<file path="config.mk">
export PLATFORM = sky130hd
export DESIGN_NAME = mem_port_arbiter
export DESIGN_NICKNAME = d
export VERILOG_FILES = /design/src/rtl/mem_port_arbiter.sv
export SDC_FILE = /design/constraint.sdc
export NUM_CORES = 1
export LEC_CHECK = 0
export CAP_MARGIN = 20
export CORE_ASPECT_RATIO = 1.1
export CORE_MARGIN = 5
export CORE_UTILIZATION = 32
export DETAILED_ROUTE_END_ITERATION = 8
export PLACE_DENSITY = 0.95
export SLEW_MARGIN = 20
export SYNTH_ARGS = -nofsm -noshare
export SYNTH_HDL_FRONTEND = slang
export SYNTH_SLANG_ARGS = --single-unit
</file>
<file path="constraint.sdc">
create_clock -name clk_i -period 3.7 [get_ports clk_i]
set_input_delay 0.37 -clock clk_i [delete_from_list [all_inputs] [get_ports clk_i]]
set_output_delay 0.37 -clock clk_i [all_outputs]
set_load 0.005 [all_outputs]
</file>
<file path="src/rtl/mem_port_arbiter.sv">
// Arbitrates the single main-memory port between I-cache refills and D-cache refills/write-backs, running line bursts.
// Grant follows one cycle after the request is sampled in IDLE; beat strobes are combinational on mem_ready_i; mem stalls hold all outputs.
module mem_port_arbiter #(
    parameter  int ADDR_W = 32,
    parameter  int DATA_W = 32,
    parameter  int BEATS  = 4,
    localparam int BW     = $clog2(BEATS)
) (
    input  logic              clk_i,
    input  logic              rst_i,
    input  logic              ic_req_i,
    input  logic [ADDR_W-1:0] ic_addr_i,
    output logic              ic_gnt_o,
    output logic              ic_rvalid_o,
    output logic              ic_done_o,
    input  logic              dc_req_i,
    input  logic              dc_we_i,
    input  logic [ADDR_W-1:0] dc_addr_i,
    input  logic [DATA_W-1:0] dc_wdata_i,
    output logic              dc_gnt_o,
    output logic              dc_rvalid_o,
    output logic              dc_wnext_o,
    output logic              dc_done_o,
    output logic [DATA_W-1:0] rdata_o,
    output logic [BW-1:0]     beat_o,
    output logic              mem_req_o,
    output logic              mem_we_o,
    output logic [ADDR_W-1:0] mem_addr_o,
    output logic [DATA_W-1:0] mem_wdata_o,
    input  logic              mem_ready_i,
    input  logic [DATA_W-1:0] mem_rdata_i
);

    localparam int OFF_W = BW + 2;

    typedef enum logic [1:0] {IDLE, IC_XFER, DC_XFER} state_e;

    state_e            state_q;
    logic [BW-1:0]     beat_q;
    logic              last_dc_q;
    logic              we_q;
    logic [ADDR_W-1:0] base_q;

    logic xfer;
    logic beat_done;
    logic last_beat;

    assign xfer      = (state_q != IDLE);
    assign beat_done = xfer && mem_ready_i;
    assign last_beat = beat_done && (beat_q == BW'(BEATS - 1));

    // D-cache wins ties unless it owned the previous burst, so fetch cannot be starved.
    always_ff @(posedge clk_i or posedge rst_i) begin
        if (rst_i) begin
            state_q   <= IDLE;
            beat_q    <= '0;
            last_dc_q <= 1'b0;
            we_q      <= 1'b0;
            base_q    <= '0;
        end else begin
            case (state_q)
                IDLE: begin
                    if (dc_req_i && (!ic_req_i || !last_dc_q)) begin
                        state_q   <= DC_XFER;
                        base_q    <= {dc_addr_i[ADDR_W-1:OFF_W], OFF_W'(0)};
                        we_q      <= dc_we_i;
                        beat_q    <= '0;
                        last_dc_q <= 1'b1;
                    end else if (ic_req_i) begin
                        state_q   <= IC_XFER;
                        base_q    <= {ic_addr_i[ADDR_W-1:OFF_W], OFF_W'(0)};
                        we_q      <= 1'b0;
                        beat_q    <= '0;
                        last_dc_q <= 1'b0;
                    end
                end
                default: begin
                    if (beat_done) begin
                        beat_q <= beat_q + 1'b1;
                        if (beat_q == BW'(BEATS - 1)) begin
                            state_q <= IDLE;
                        end
                    end
                end
            endcase
        end
    end

    assign ic_gnt_o    = (state_q == IC_XFER);
    assign dc_gnt_o    = (state_q == DC_XFER);
    assign ic_rvalid_o = ic_gnt_o && mem_ready_i;
    assign dc_rvalid_o = dc_gnt_o && mem_ready_i && !we_q;
    assign dc_wnext_o  = dc_gnt_o && mem_ready_i && we_q;
    assign ic_done_o   = ic_gnt_o && last_beat;
    assign dc_done_o   = dc_gnt_o && last_beat;

    assign mem_req_o   = xfer;
    assign mem_we_o    = xfer && we_q;
    assign mem_addr_o  = xfer ? (base_q + ADDR_W'({beat_q, 2'b00})) : '0;
    assign mem_wdata_o = (xfer && we_q) ? dc_wdata_i : '0;
    assign beat_o      = beat_q;
    assign rdata_o     = mem_rdata_i;

    logic unused_addr_bits;
    assign unused_addr_bits = ^{ic_addr_i[OFF_W-1:0], dc_addr_i[OFF_W-1:0]};

endmodule

</file>
==> impl_results.md <==
* Area Growth Syn to Fin at 62.2%
* Hold Crit Class: input pin to asynchronous set/reset pin
* Most common cell after layout, fill and taps aside: clkdlybuf4s50_1
* Clock transition at the registers of the reported paths at around 70 ps
* Root Buffer: clkbuf_8
* Vias in the first global route at about 2400
* Initial Util at around a third
* I/O pin count at between 200 and 250
* Arrival time at the worst endpoint at between 2000 and 2500 ps
* Total CTS buffers at 5
* Synthesis warning total at 0
* Cells after synthesis at a little under 300
* Synth unique cells at 27
* Post-CTS Hold Buffers at 0
* Crit-path cells: nor2_2 > inv_2 > and3_1 > clkdlybuf4s50_1
* Max Clk Rate at a little under 400 MHz
* WP buf/inv at 2
* Post-synthesis register bit count at 34
* Crit share post-route at between 60 and 70%
* Global route overflow at 0
* Layout cells sized above 1 at approximately 3.8%
* DP Cell Count at roughly 500
* Synthesized area per cell at ~8 um2
* Final core utilization at 52.5%
* Worst Setup Path Type: flop to output port
* Worst-Skew Late Latency at 280 ps
* Startpoint Class: flop
* Least-Margin Pin Slew at between 800 and 900 ps
* N_diodes at 0
* CTS H-tree depth at 2
* Slew headroom at 41.7%
* Via density per instance at 4.95
* CP Capture Type: output port
* Final setup violation count at 0
* Port-buffer cells at between 150 and 200
* First-pass GRT wire length at around 12 mm
* Finished Cell Area at 3860 um2
* Non-Filler Instances at about 510
* DR DRC count at 0
* Mapped cell area at ~2400 um2
* Status: completed
* # clock sinks at 34
* Core area at between 7000 and 8000 um2
* Max-slew violations at 0
* Largest net degree at the start of global routing at between 60 and 70
* Most frequent cells in the layout: 166 x clkdlybuf4s50_1, 60 x nand2_1, 34 x and3_1, 34 x dfrtp_1, 32 x and2_1
* Setup TNS at 0 ps
* RSZ-0062 raised after global routing: false
* Overall global routing resource usage at between 15 and 20%
* Chip Width at about 92 um
* Final min period at ~2600 ps
* Clock buffer depth at 2
* Fillers at 696
* Die Area at around 9000 um2
* Nets at roughly 550
* Max incr delay on CP at roughly 630 ps
* Tot Pwr at between 2 and 3 mW
* Post-CTS Resized at 0
* DP Area at 3770 um2
* Peak VDD IR at between 0.0002 and 0.0003 V
* CP max stage cell: inv_2
* Hpwl dp at roughly 6.3 mm
* Clk_skew at approximately 6.1 ps
* 1st-iter DRT viols at 92
* Leak at approximately 1.6 nW
* Endpoints failing hold at 0
* PwrDens at between 600 and 700 nW/um2
* Die height at 100 um
* CTS tree: done
* ANT nets after route at 0
* Max cap viols at 0
* Post-Route WL at 8.15 mm
* Crit-path max FO at 68
* Post-synthesis sequential area ratio at a little over a third
* Vias at between 2000 and 3000
* Placer Congestion at 0.770
* Wire per inst at around 16 um
* Initial antenna violation count at 0
* Drt pass-1 iters at 4
* R2r setup slk at ~1700 ps
* Standard-cell rows at 33
* # Post-CTS Setup Buffers at 0
* Crit path max-delay family: buffers and inverters
* CP required at between 3000 and 4000 ps
## report_power, final
part           internal [mW]  switching [mW]
sequential             0.559           0.129
clock                  0.150           0.129
combinational          0.926           0.614
## tightest hold or removal path, stage by stage
cell and delay, ps:
clkdlybuf4s50_1 390, inv_1 50, buf_4 380
## stage by stage
stage                     worst slack, ps  hold WS, ps
after floorplan                      2260          493
final                                1140          490
after global placement               1470          509
after global routing                  981          561
after detailed placement             1430          519
after CTS                            1110          506
## cell usage after synthesis
master     n  area, um2
conb_1     1       3.75
buf_6      5       56.3
dfrtp_1   34        851
nor2_4     1       11.3
a21o_1     2       15.0
a21bo_2    1       10.0
nor2b_1    4       25.0
inv_1      1       3.75
and2_1    32        200
a31oi_1   28        175
nand2_1   60        225
o21ai_0    3       15.0
o211ai_1   1       7.51
inv_2      1       3.75
a22o_1     1       8.76
buf_2      6       30.0
or2_1      1       6.26
a21boi_2   1       11.3
nor2_2     1       6.26
and3_1    34        213
clkbuf_1   5       18.8
clkbuf_2   2       10.0
nor2_1     3       11.3
buf_4     40        300
a31o_1     1       8.76
ha_1       1       12.5
a21oi_1   28        140
## registers in the layout, summed over array words and instances (netlist names)
| name | flops |
|---|---|
| beat_o | 2 |
| state_q | 2 |
| base_q | 28 |
| last_dc_q | 1 |
| we_q | 1 |
## routing by layer
layer / vias up / part of all wire, % / global-route usage [%]
li1: 1214 / - / -
met1: 1149 / 37 / 17.0
met2: 115 / 51 / 30.6
met3: 25 / 8.9 / 5.25
met4: 0 / 2.6 / 6.06
met5: - / 0 / 0
## path summary, 6_finish.rpt
kind                       startpoint  depth (start not counted)             end
hold reg to reg             last_dc_q                          1       last_dc_q
hold / removal                  rst_i                          3      base_q[20]
setup reg to reg           state_q[1]                          4      base_q[23]
min in group clk_i          last_dc_q                          1       last_dc_q
setup / recovery           state_q[1]                          4  mem_wdata_o[8]
max in group asynchronous       rst_i                          3            we_q
## area by class of cell
cell class | instances | area [um2] | area share (%)
flip-flops and latches | 34 | 851 | 22.0
well taps | 87 | 109 | 2.82
multi-input cells | 205 | 1110 | 28.8
inverters | 2 | 7.51 | 0.194
clock buffers | 7 | 86.3 | 2.24
clock inverters | 1 | 5.00 | 0.130
repair buffers | 170 | 1690 | 43.8
## logic make-up (layout without fill, tap and decap cells)
logic type	Yosys count	count (layout)	share of synthesized area, %
other	1	2	0.158
AO/OA/AOI/OAI	66	66	16.5
flip-flops	34	34	35.8
AND/OR/NAND/NOR	136	136	29.3
adder cells (fa/ha/maj)	1	1	0.526
buffers and inverters	60	180	17.8
No activity file was read; power rests on OpenSTA's default activity.
